### config.mk
export PLATFORM = sky130hd
export DESIGN_NAME = bp_history_ctrl
export DESIGN_NICKNAME = d
export VERILOG_FILES = /design/src/rtl/bp_history_ctrl.sv
export SDC_FILE = /design/constraint.sdc
export NUM_CORES = 1
export LEC_CHECK = 0
export CAP_MARGIN = 25
export CORE_MARGIN = 4
export CORE_UTILIZATION = 39
export CTS_CLUSTER_DIAMETER = 80
export DETAILED_ROUTE_END_ITERATION = 10
export MAX_ROUTING_LAYER = met4
export PLACE_DENSITY = 0.77
export REMOVE_ABC_BUFFERS = 1
export SYNTH_ARGS = -nofsm -noshare
export SYNTH_HDL_FRONTEND = slang
export SYNTH_SLANG_ARGS = --single-unit
### constraint.sdc
create_clock -name clk -period 1.75 [get_ports clk]
set_input_delay 0.4375 -clock clk [delete_from_list [all_inputs] [get_ports clk]]
set_output_delay 0.4375 -clock clk [all_outputs]
set_load 0.02 [all_outputs]
### src/rtl/bp_history_ctrl.sv
// Branch-prediction history controller: forms the PHT lookup index from the
// fetch PC and the speculative global history register (GHR). It tracks one
// in-flight branch from FETCH to DECODE, returns the resolved outcome to the
// PHT, repairs the GHR on a misprediction and keeps saturating statistics.
module bp_history_ctrl #(
  parameter int IWIDTH = 6,   // PHT index width
  parameter int HWIDTH = 4,   // GHR width, 1..IWIDTH (gselect needs < IWIDTH)
  parameter int MODE   = 1,   // 0 bimodal, 1 gshare, 2 gselect
  parameter int STATW  = 16   // statistics counter width
) (
  input  logic              clk,
  input  logic              reset,
  input  logic              en,
  input  logic              f_valid,
  input  logic              f_is_branch,
  input  logic [31:0]       f_pc,
  input  logic              f_off_neg,
  input  logic              pht_pred,
  input  logic              d_taken,
  output logic [IWIDTH-1:0] index,
  output logic              do_lookup,
  output logic              fallback,
  output logic              do_update,
  output logic              last_taken,
  output logic              mispredict,
  output logic [HWIDTH-1:0] ghr,
  output logic [STATW-1:0]  n_branch,
  output logic [STATW-1:0]  n_miss
);

  // In-flight branch record, captured in FETCH and consumed in DECODE.
  logic              d_vld;
  logic              d_pred;
  logic [HWIDTH-1:0] d_ghr;

  logic [IWIDTH-1:0] pc_bits;
  logic [IWIDTH-1:0] hist_ext;
  logic [HWIDTH:0]   ghr_shift;
  logic [HWIDTH-1:0] ghr_next;

  assign pc_bits  = f_pc[IWIDTH+1:2];
  assign hist_ext = IWIDTH'(ghr);

  // Index policy is fixed at elaboration; only the selected form is built.
  generate
    if (MODE == 1) begin : g_gshare
      assign index = pc_bits ^ hist_ext;
    end else if (MODE == 2) begin : g_gselect
      assign index = {pc_bits[IWIDTH-HWIDTH-1:0], ghr};
    end else begin : g_bimodal
      assign index = pc_bits;
    end
  endgenerate

  // PHT handshake and redirect. Every 1-bit output is held low during reset
  // so nothing downstream acts on a record that reset is about to discard.
  assign do_lookup  = !reset && en && f_valid && f_is_branch;
  assign fallback   = !reset && f_off_neg;
  assign last_taken = !reset && d_taken;
  assign do_update  = !reset && en && d_vld;
  assign mispredict = do_update && (d_taken != d_pred);

  // Next GHR: repair from the snapshot on a mispredict, otherwise shift in
  // the speculative prediction for a new branch, otherwise hold. Appending
  // the new bit and keeping the low HWIDTH bits also covers HWIDTH = 1.
  always_comb begin
    // NOTE: default assignment first so every path drives ghr_shift and no latch is inferred.
    ghr_shift = {1'b0, ghr};
    if (mispredict) begin
      ghr_shift = {d_ghr, d_taken};
    end else if (do_lookup) begin
      ghr_shift = {ghr, pht_pred};
    end
    ghr_next = ghr_shift[HWIDTH-1:0];
  end

  // History register and in-flight record; en low freezes everything.
  // NOTE: reset is asynchronous and active-high, so it sits in the sensitivity list.
  always_ff @(posedge clk or posedge reset) begin
    if (reset) begin
      ghr    <= '0;
      d_vld  <= 1'b0;
      d_pred <= 1'b0;
      d_ghr  <= '0;
    end else if (en) begin
      // NOTE: non-blocking so d_ghr captures the pre-shift ghr of this same edge.
      ghr    <= ghr_next;
      d_vld  <= do_lookup && !mispredict;
      d_pred <= pht_pred;
      d_ghr  <= ghr;
    end
  end

  // Resolution statistics, saturating at all-ones instead of wrapping.
  always_ff @(posedge clk or posedge reset) begin
    if (reset) begin
      n_branch <= '0;
      n_miss   <= '0;
    end else begin
      if (do_update && (n_branch != '1)) n_branch <= n_branch + 1'b1;
      if (mispredict && (n_miss != '1))  n_miss   <= n_miss + 1'b1;
    end
  end

  // PC bits outside the index field and the spare shift bit carry no meaning here.
  logic unused_bits;
  assign unused_bits = ^{f_pc[31:IWIDTH+2], f_pc[1:0], pc_bits, hist_ext, ghr_shift[HWIDTH]};

endmodule

== After elaboration in Yosys (flattened, before gate mapping) ==
Cells that the tools add are included.

* $add $sub $neg: 2
* Eq/ne operators: 3
* Muxes and demuxes: 2
* Bitwise logic cells: 1
* Reductions and logical operators: 14

{| class="wikitable"
|+ Operators by type and width
! kind !! number
|-
| $add 16x1->16 const B || 2
|-
| $ne 16x16->1 const B || 2
|-
| $logic_and 1x1->1 || 10
|-
| $mux 4 || 2
|-
| $xor 6x4->6 || 1
|-
| $logic_not 1->1 || 2
|-
| $reduce_and 2->1 || 1
|-
| $reduce_bool 2->1 || 1
|-
| $ne 1x1->1 || 1
|}

* Register bits after elaboration: 41
* Input port bits: 40
* Output and inout bits: 47
* Logic and storage cells: 28

== Logic depth before layout (Yosys ltp) ==
Gate-level depths: netlist (run 1).

* Depth after elaboration: 6
* Depth in mapped cells: 7

== Least setup slack after synthesis (run 1) ==
No wires, ideal clock.

* Kind: reg2reg
* Start: register n_miss[0]
* End: register n_miss[12]
* Library setup time: 0.125 ns
* Arrival time: 1.683 ns
* Required time: 1.625 ns
* Slack: -0.058 ns
* Stages on the path, launching flop included: 6
* Period minus slack after synthesis: 1.808 ns
* Path through: dfrtp_1 > ha_1 > nand4_1 > or2_2 > nor3_1 > mux2_2

* Longest elaborated chain between the ends: 2
* Elaborated cells between the ends (all ways): 3
* Classes of those cells: 1 x add/sub; 1 x eq/ne; 1 x reduce/logical

{| class="wikitable"
|+ RTL lines
! item !! RTL line !! RTL
|-
| start, declared || 28 || <nowiki>output logic [STATW-1:0] n_miss</nowiki>
|-
| start signal, assigned || 101 || <nowiki>if (mispredict && (n_miss != '1)) n_miss <= n_miss + 1'b1;</nowiki>
|-
| parallel branches: the longest is 2 deep, another holds $add 16x1->16 || n/a ||
|}

Parallel ways; which one is timed is not known.
A chain may end at the register's enable or synchronous reset.

== Worst setup path in the final report (run 1) ==
* Start: input port f_is_branch
* End: output port do_lookup

* Longest elaborated chain between the ends: 1

{| class="wikitable"
|+ RTL lines
! item !! RTL line !! RTL
|-
| start, declared || 15 || <nowiki>input logic f_is_branch,</nowiki>
|-
| $logic_and 1x1->1 || 57 || <nowiki>assign do_lookup = !reset && en && f_valid && f_is_branch;</nowiki>
|-
| end, declared || 21 || <nowiki>output logic do_lookup,</nowiki>
|}

Every way passes these cells.

==> results of run 1 <==
-- per-layer routing --
metal | up-vias | track usage | wire length [um]
li1 | 857 | - | -
met1 | 840 | 0.198 | 2230
met2 | 39 | 0.287 | 2550
met3 | 8 | 0.0471 | 253
met4 | 0 | 0.0349 | 34
met5 | - | - | 0
-- through the flow --
step                hold WS, ps  instance area [sq um]
floorplan                   481                   2080
global placement            491                   2940
detailed placement          499                   2940
CTS                         492                   2960
global route                506                   2990
finish                      491                   2990
-- sequential cells by signal (all words and copies together), names as in the netlist --
signal    count
n_miss       16
n_branch     16
d_ghr         3
d_pred        1
d_vld         1
ghr           4
-- cells in the final DEF (no fill, tap or decap), types with 4 or more instances in the layout --
cell type,instances
xor2_1,20
mux2_2,8
inv_1,4
nand4_1,8
dlygate4sd2_1,39
clkbuf_8,6
a31oi_1,4
xnor2_1,9
and3_1,6
o21ai_0,4
buf_2,6
dfrtp_1,41
nand2_1,16
nor3_1,7
clkdlybuf4s50_1,8
nand3_1,9
nor2_1,11
buf_4,29
-- kinds of logic (layout without fill, tap and decap cells) --
kind of cell	Yosys count	count (layout)
and+or+nand+nor	79	79
adders and majority gates	2	2
AOI/OAI and AO/OA	18	18
xor gates and xnor gates	30	30
buffers and inverters	10	97
muxes	10	10
DFF	41	41
-- critical path, cell delays in order --
cell and delay, ps:
clkdlybuf4s50_1 470, nand4b_1 130, inv_1 120, buf_6 120
-- synthesized netlist by cell type (4+ instances only) --
cell type and number:
xnor2_1 9, buf_4 4, nor2_1 11, xor2_1 20, and3_1 7, nand4_1 8, dfrtp_1 41, nor3_1 8
mux2_2 8, a31oi_1 4, nand3_1 9, nand2_1 16, inv_1 4, o21ai_0 4
-- timing repair --
action,in CTS,in global routing
gates resized for setup,76,7
setup endpoints to repair,51,19
gates cloned,0,0
setup buffers,1,2
hold endpoints to repair,0,0
pin swaps,1,2
-- power groups by stage --
stage / Sequential (mW) / Clock (mW) / Combinational [mW]
5_1_grt: 1.16 / 0.688 / 0.745
6_report: 1.15 / 0.626 / 0.681
4_1_cts: 1.14 / 0.653 / 0.672
2_1_floorplan: 1.26 / 0 / 0.222
3_5_place_dp: 1.16 / 0 / 0.748
3_3_place_gp: 1.16 / 0 / 0.736
-- final timing paths --
path	startpoint	end	cells past startpoint
worst max-delay path	f_is_branch	do_lookup	4
worst min-delay path	reset	n_branch[5]$_DFFE_PP0P_	4
worst max register to register	n_miss[1]$_DFFE_PP0P_	n_miss[12]$_DFFE_PP0P_	5
worst min register to register	d_ghr[1]$_DFFE_PP0P_	d_ghr[1]$_DFFE_PP0P_	1
max in group asynchronous	reset	n_miss[13]$_DFFE_PP0P_	4
min in group clk	d_ghr[1]$_DFFE_PP0P_	d_ghr[1]$_DFFE_PP0P_	1
-- final cells by class --
| type | instances | area (sq um) |
|---|---|---|
| Multi-Input combinational cell | 139 | 1050 |
| Fill cell | 462 | 2190 |
| Timing Repair Buffer | 85 | 706 |
| Clock buffer | 6 | 82.6 |
| Clock inverter | 1 | 7.51 |
| Sequential cell | 41 | 1030 |
| Tap cell | 70 | 87.6 |
| Inverter | 5 | 23.8 |
==> flow_metrics.py, run 1 <==
metrics = {
    "clocking": {
        "cts_made_buffers": 5,
        "clock_path_buffers": 2,
        "cts.clk_slew.worst_paths_ps": 80,
        "h-tree-depth": 2,
        "clk_latency_ps": 290,
        "ctsHoldBuffers": 0,
        "cts_sinks": 41,
        "cts_tree": "yes",
        "ctsRootBufferMaster": "clkbuf_8",
    },
    "timing": {
        "max_slew_margin": 0.766,
        "skew_ps": 4.83,
        "min_period_over_period": 0.978,
        "worst_slack_ps": 38.7,
        "timing.final.max_slew_violations": 0,
        "worst_pin_slew_ps": 350,
        "tns_ps": 0,
        "hold_violations": 0,
        "fmax_mhz": 584,
        "fin_crit_ps": 1710,
        "setup_viol": 0,
    },
    "route": {
        "avgRoutedWirePerCell_um": 14.6,
        "ant_nets": 0,
        "avgViaCountPerCell": 5.03,
        "drt-initial-drc-count": 47,
        "firstDrtPassIters": 4,
        "drcViolationCount": 0,
        "wirelength_um": 5060,
        "vias": 1744,
    },
    "pwr": {
        "power.net_switching_mw": 0.760,
        "p_leak_nw": 1.58,
        "power_mw": 2.45,
        "p_seq_frac": 0.467,
        "clkPwrFrac": 0.255,
        "comb_power_share": 0.278,
        "p_sw_frac": 0.310,
        "max-vdd-ir-drop_mv": 0.568,
        "powerDensity_mw_per_mm2": 821,
        "internal_power_mw": 1.69,
    },
    "yosys": {
        "synth_cell_types": 42,
        "synth_compound_area_frac": 0.0657,
        "syn_area_per_cell_sq_um": 11.1,
        "synth_simple_gate_area_frac": 0.229,
        "yosysWarnings": 0,
        "synth_top_area_cell": "dfrtp_1",
        "synth-seq-cells": 41,
        "synthArstFlopShare": 1.00,
        "syn-cell-area_sq_mm": 0.00211,
        "synth_edf_count": 0,
        "synth_top_family_by_area": "simple AND/OR/NAND/NOR gates",
        "synthCells": 190,
        "synth_xor_xnor_area_share": 0.128,
        "ys_seq_area_frac": 0.485,
        "synth_top_area_frac": 0.485,
        "ys.flop_type": "dfrtp_1",
        "synthAdderAreaFrac": 0.0118,
        "synthMuxAreaShare": 0.0544,
        "synthTopCellsByArea": "dfrtp_1 49%, xor2_1 8.3%, mux2_2 4.3%",
    },
    "worst_setup_path": {
        "critPathMaxFanout": 2,
        "crit_type": "input port to primary output",
        "worstPathArrival_ps": 1270,
        "cp-start-kind": "input port",
        "crit_required_ps": 1310,
        "critPathCaptureType": "primary output",
        "rrSetupSlack_ps": 40,
    },
    "global_routing": {
        "grt_max_degree": 42,
        "grtUsageTotal": 0.168,
        "grt_overflow": 0,
        "grt_pass1_vias": 1733,
        "antenna_found_initial": 0,
        "grt_pass1_wl_um": 8340,
    },
    "cells_and_area": {
        "postLayoutCoreUtil": 0.577,
        "antenna_cells": 0,
        "final_cells": 347,
        "area_growth_pct": 41.2,
        "drive_above_1_share": 0.260,
        "nets": 319,
    },
    "die": {
        "die_width_um": 81.6,
        "initial_utilization": 0.409,
        "core-area_sq_mm": 0.00517,
        "core.rowCount": 26,
        "fp.dieH_um": 81.6,
        "io-pin-count": 87,
        "fp.dieArea_sq_mm": 0.00666,
    },
    "placement": {
        "dp_hpwl_um": 3810,
        "io_buffers": 56,
        "place_congestion": 0.824,
        "dp.cells": 337,
        "place_ws_ps": -653,
    },
    "min_path": {
        "hold_path_class": "input port to asynchronous set/reset pin",
    },
    "run": {
        "drv_cap": 0,
    },
    "status": {
        "status": "finished clean",
    },
}
(Power assumes the default switching activity.)
==> inputs of run 2 (changes only) <==
--- a/config.mk
+++ b/config.mk
@@ -10,6 +10,7 @@
 export CORE_UTILIZATION = 39
 export CTS_CLUSTER_DIAMETER = 80
 export DETAILED_ROUTE_END_ITERATION = 10
+export HOLD_SLACK_MARGIN = 0.02
 export MAX_ROUTING_LAYER = met4
 export PLACE_DENSITY = 0.77
 export REMOVE_ABC_BUFFERS = 1
==> results of run 2 <==
No change in the layout: final DEF, timing and power equal those of run 1.
